$ cat src/rtl/varint_enc_0.sv
// LEB128 varint encoder: pops {value, index} FIFO entries and streams
// the encoding LSB group first, one byte per handshake.
module varint_enc_0 #(
    parameter int DATA_WIDTH  = 32,
    parameter int INDEX_WIDTH = 10
) (
    input  logic                   clk,
    input  logic                   reset,
    input  logic                   enc_clr,
    input  logic                   varint_in_fifo_empty,
    input  logic [DATA_WIDTH-1:0]  varint_in_fifo_data,
    input  logic [INDEX_WIDTH-1:0] varint_in_index_data,
    output logic                   varint_in_fifo_pop,
    output logic                   varint_in_index_pop,
    output logic                   out_valid,
    input  logic                   out_ready,
    output logic [7:0]             out_data,
    output logic                   out_last,
    output logic [INDEX_WIDTH-1:0] out_index,
    output logic                   busy,
    output logic [31:0]            bytes_out,
    output logic [31:0]            values_out
);

    typedef enum logic [1:0] {
        IDLE = 2'd0,
        EMIT = 2'd1
    } state_t;

    state_t                 state, state_nxt;
    logic [DATA_WIDTH-1:0]  sr, sr_nxt;
    logic [INDEX_WIDTH-1:0] idx_q, idx_nxt;
    logic                   more;
    logic                   accept;
    logic                   pop;

    assign more      = |sr[DATA_WIDTH-1:7];
    assign out_valid = (state == EMIT);
    assign out_data  = out_valid ? {more, sr[6:0]} : 8'd0;
    assign out_last  = out_valid & ~more;
    assign out_index = idx_q;
    assign busy      = (state != IDLE);
    assign accept    = out_valid & out_ready;

    assign varint_in_fifo_pop  = pop;
    assign varint_in_index_pop = pop;

    always_comb begin
        state_nxt = state;
        sr_nxt    = sr;
        idx_nxt   = idx_q;
        pop       = 1'b0;
        case (state)
            IDLE: begin
                if (!varint_in_fifo_empty) begin
                    pop       = 1'b1;
                    sr_nxt    = varint_in_fifo_data;
                    idx_nxt   = varint_in_index_data;
                    state_nxt = EMIT;
                end
            end
            EMIT: begin
                if (accept) begin
                    if (more) begin
                        sr_nxt = sr >> 7;
                    end else if (!varint_in_fifo_empty) begin
                        // chain straight into the next entry, no bubble
                        pop     = 1'b1;
                        sr_nxt  = varint_in_fifo_data;
                        idx_nxt = varint_in_index_data;
                    end else begin
                        sr_nxt    = '0;
                        state_nxt = IDLE;
                    end
                end
            end
            default: begin
                sr_nxt    = '0;
                state_nxt = IDLE;
            end
        endcase
        if (reset || enc_clr) begin
            pop       = 1'b0;
            sr_nxt    = '0;
            idx_nxt   = '0;
            state_nxt = IDLE;
        end
    end

    always_ff @(posedge clk) begin
        if (reset) begin
            state      <= IDLE;
            sr         <= '0;
            idx_q      <= '0;
            bytes_out  <= '0;
            values_out <= '0;
        end else begin
            state <= state_nxt;
            sr    <= sr_nxt;
            idx_q <= idx_nxt;
            if (accept) begin
                bytes_out <= bytes_out + 32'd1;
            end
            if (accept && out_last) begin
                values_out <= values_out + 32'd1;
            end
        end
    end

endmodule

$ cat config.mk
export PLATFORM = sky130hd
export DESIGN_NAME = varint_enc_0
export DESIGN_NICKNAME = d
export VERILOG_FILES = /design/src/rtl/varint_enc_0.sv
export SDC_FILE = /design/constraint.sdc
export NUM_CORES = 1
export LEC_CHECK = 0
export CAP_MARGIN = 15
export CORE_ASPECT_RATIO = 0.9
export CORE_MARGIN = 4
export CORE_UTILIZATION = 25
export CTS_CLUSTER_SIZE = 12
export DETAILED_ROUTE_END_ITERATION = 16
export HOLD_SLACK_MARGIN = 0.08
export PLACE_DENSITY_LB_ADDON = 0.3
export SYNTH_ARGS = -nofsm -noshare
export SYNTH_HDL_FRONTEND = slang
export SYNTH_SLANG_ARGS = --single-unit
$ cat constraint.sdc
create_clock -name clk -period 2.2 [get_ports clk]
set_input_delay 0.44 -clock clk [delete_from_list [all_inputs] [get_ports clk]]
set_output_delay 0.44 -clock clk [all_outputs]
set_load 0.01 [all_outputs]
# Yosys cells after proc, flatten, opt, wreduce, memory -nomap -nowiden
# Index checks and enable logic that the tools add are counted.
# classes
add_sub_neg	2
eq_ne	5
mux	20
bitwise_logic	3
reduce_logical	10
# op_table
operator	n
2-to-1 mux 32 bit	4
adder 32 x 1 -> 32 bit (second input constant)	2
one-hot mux 32 bit (2 select lines)	1
2-to-1 mux 10 bit	3
OR reduction 25 bit	1
one-hot mux 10 bit (2 select lines)	1
2-to-1 mux 2 bit	4
2-to-1 mux 8 bit	1
inequality test 2 bit (second input constant)	3
2-to-1 mux 1 bit	4
one-hot mux 2 bit (2 select lines)	1
AND reduction 4 bit	1
nonzero test 2 bit	2
AND reduction 3 bit	1
AND 1 bit	2
== test 2 x 1 -> 1 bit (second input constant)	1
zero test 2 bit	1
inequality test 2 x 1 -> 1 bit (second input constant)	1
one-hot mux 1 bit (2 select lines)	1
AND reduction 2 bit	1
OR reduction 2 bit	1
logical AND 1 bit	1
logical OR 1 bit	1
inverter 1 bit	1
# totals
register_bits	108
input_bits	47
out_inout_bits	87
elab_cells	45

# Logic depth before layout (Yosys ltp)
# depth
ltp_word	5
mapped_depth	7
mapped_depth_nobuf	6

# Worst setup path before layout
# OpenSTA, ideal clock, no wires.
# synth_timing
kind	register to register
start	register sr[31]
end	register values_out[21]
setup_ps	70
arrival_ps	2109
t_required_ps	2130
setup_slack_ps	20
path_stages_with_launch	7
n_path_buf	1
synth_period_minus_slack_ps	2180
path_cell_list	dfxtp_1 -> nor4_2 -> nand4_2 -> or4_1 -> buf_2 -> or4_1 -> a21oi_1
# synth_between
elab_chain_len	4
# synth_rtl
element	line_no	text
start: declaration	31	logic [DATA_WIDTH-1:0] sr, sr_nxt;
start signal: assignment	99	sr <= sr_nxt;
OR reduction 25 bit	37	assign more = |sr[DATA_WIDTH-1:7];
inverter 1 bit	40	assign out_last = out_valid & ~more;
AND 1 bit	40	
logical AND 1 bit	104	if (accept && out_last) begin
end signal: assignment	105	values_out <= values_out + 32'd1;
end: declaration	22	output logic [31:0] values_out
# Every way passes these cells.
# A chain may end at the register's enable or synchronous reset.

# Worst setup path in the final report
# layout_timing
start	register sr[11]
end	register values_out[13]
# Same word-level chain as after synthesis.

==> run metrics <==
outcome=finished with violations; failing checks=negative setup slack; post-route ant nets=0; DRT Pass-1 Iters=4; Final Util=0.399; CTS Buffer Depth=2; mapped cell area=4720 sq um; max_slew headroom=0.502; Syn Nets=618; crit-path max FO=8; 1st-iter DRT viols=188; Final #Nets=805; Clock Latency Late Sink=350 ps; Layout area overhead=56.0%; Core ar.=18500 sq um; number of diodes=0; root buf cell=clkbuf_16; Clock Skew=6.02 ps; FF+latch count, synth=107; Pins Over Slew Limit=0; YS warnings=0; CP Data Required Time=2480 ps; HPWL after detailed placement=10.0 mm; Area contributors post-synth=dfxtp_1 (45%), nor2_1 (7.2%), a21oi_1 (7.1%), nand3_1 (4.8%), xor2_1 (4.6%); DRT Wirelength=13.9 mm; Final Hold Fails=0; min cycle time layout=2250 ps; max cap viols=0; wire per inst=13.8 microns; HP Class=register to register; GR Util All Layers=0.127; I/O Pins=134; synth unique cells=38; RSZ-0062 raised after global routing=yes; routability cong.=0.767; area of the multi-input gates=2580 sq um; Reg area=2150 sq um; ratio of cells with drive above 1 in the final layout=0.187; Vias/cell=4.59; CTS H-tree lvls=3; final hold slack=487 ps; die height=138 microns; via count of the first global-routing pass=4429; DRC=0; via count=4619; DIE WIDTH=153 microns; first-pass GRT wire length=22.4 mm; Worst-path clk slew=80 ps; CP Capture Type=register; TritonCTS buffer count=9; CP Class=register to register; Tightest Pin Transition=747 ps; Syn Area/Cell=8.30 sq um; num rows=47; Final Setup Violations=16; largest net degree at the start of global routing=66; startpoint types=register; CTS tree=done; cell accounting for the most synthesized area=dfxtp_1; Max Freq=444 MHz; fillers=1915; DIE AREA=21100 sq um; Initial Utilization=0.256; Pwr per Cell Area=576 nW/um^2; crit share post-route=1.02; initial antenna violation count=1; port buffer count=133; Post-Synthesis Cells=569; Peak VDD IR=323 uV; Lkg Pwr=2.65 nW; sequential share of the synthesized area=0.454; Synth top area share=0.454; CP arrival=2540 ps; Final WS setup=-52.5 ps; grt total ovfl=0; Num Clock Sinks=107
==> where the power goes <==
part           internal [mW]  switching, mW  total, mW
Combinational          0.284          0.242      0.526
Sequential              1.98         0.0338       2.01
Clock                  0.925          0.776       1.70
==> per-stage QoR <==
stage	TNS, ps	instance area, sq um	total power, mW	instances	setup WS, ps
6_report	-386	7360	4.24	1006	-52.5
5_1_grt	-2400	7360	4.41	1006	-157
4_1_cts	-279	7240	4.30	1006	-54.1
3_5_place_dp	-13080	6830	2.53	987	-602
3_3_place_gp	-13100	6830	2.53	987	-569
2_1_floorplan	0	4720	2.26	569	20.5
==> routing by layer <==
| metal | wire length, microns | share of wire | vias up | global-route usage |
|---|---|---|---|---|
| met5 | 11 | 0.00079 | - | 0 |
| met4 | 140 | 0.010 | 2 | 0.0309 |
| met3 | 798 | 0.058 | 15 | 0.0388 |
| met2 | 6270 | 0.45 | 108 | 0.202 |
| met1 | 6650 | 0.48 | 2116 | 0.170 |
| li1 | - | - | 2378 | - |
==> worst max-delay path: stages (launching register included) <==
cell and delay, ps:
dfxtp_2 350, nor4_4 290, nand4_2 180, buf_6 170, or4_4 560, buf_6 160, or3_4 330, a21oi_2 130
==> final timing paths <==
kind,startpoint,to,slack (ps),cells past startpoint
worst max-delay path,sr[11],values_out[13],-50,7
worst min-delay path,sr[6],sr[6],490,2
worst max register to register,sr[11],values_out[13],-50,7
worst min register to register,sr[6],sr[6],490,2
==> cell families after synthesis <==
logic type | after synthesis | synth area share
buf+inv | 41 | 0.0347
mux | 11 | 0.0233
fa+ha+maj | 2 | 0.00530
compound gates | 105 | 0.125
simple gates | 262 | 0.281
xor+xnor | 41 | 0.0761
flops | 107 | 0.454
==> state kept, by name (all words and copies together) (netlist names) <==
signal,flops
bytes_out,32
out_index,10
sr,32
state,1
values_out,32
==> cell usage after synthesis (all sizes together) <==
cell / instances
dfxtp: 107
nor2: 91
a21oi: 67
nand3: 45
nand2: 31
clkbuf: 28
xor2: 25
nand4: 19
o21ai: 18
or3: 18
nor4: 17
xnor2: 16
and2: 12
mux2i: 11
a22o: 7
buf: 7
inv: 6
nor3: 6
o31ai: 6
or4: 6
and3: 5
and4: 4
a2111oi: 3
ha: 2
nand2b: 2
nor2b: 2
or2: 2
a21bo: 1
nor3b: 1
nor4b: 1
o221ai: 1
o22a: 1
o22ai: 1
==> area by class of cell <==
class | count | share of cell area
Clock inverter | 6 | 0.00969
Sequential cell | 107 | 0.292
Clock buffer | 10 | 0.0325
Multi-Input combinational cell | 421 | 0.351
Tap cell | 245 | 0.0416
Timing Repair Buffer | 211 | 0.270
Inverter | 6 | 0.00306
==> cell usage in the layout (no fill, tap or decap), types with 3 or more instances in the layout <==
cell / n
o21ai_0: 3
a22o_1: 7
o31ai_1: 3
or4_4: 5
mux2i_1: 11
nor2_1: 90
or3_1: 13
buf_2: 3
and3_1: 5
buf_12: 4
xnor2_1: 16
a2111oi_0: 3
dfxtp_1: 101
nor4_4: 5
a21oi_1: 58
nor4_1: 11
and2_1: 11
inv_1: 6
xor2_1: 25
clkdlybuf4s50_1: 125
o21ai_1: 13
nor3_1: 6
or3_4: 5
nand3_1: 45
buf_6: 8
dfxtp_2: 6
a21oi_2: 9
clkbuf_16: 9
buf_4: 67
nand4_1: 18
and4_1: 4
nand2_1: 31
==> what timing repair did <==
action,CTS,global route
buffers inserted,3,0
hold endpoints to repair,0,0
hold buffers,0,0
resized for setup,42,29
endpoints found under the setup margin,31,32
pin swaps,21,7
(Power assumes the default switching activity.)
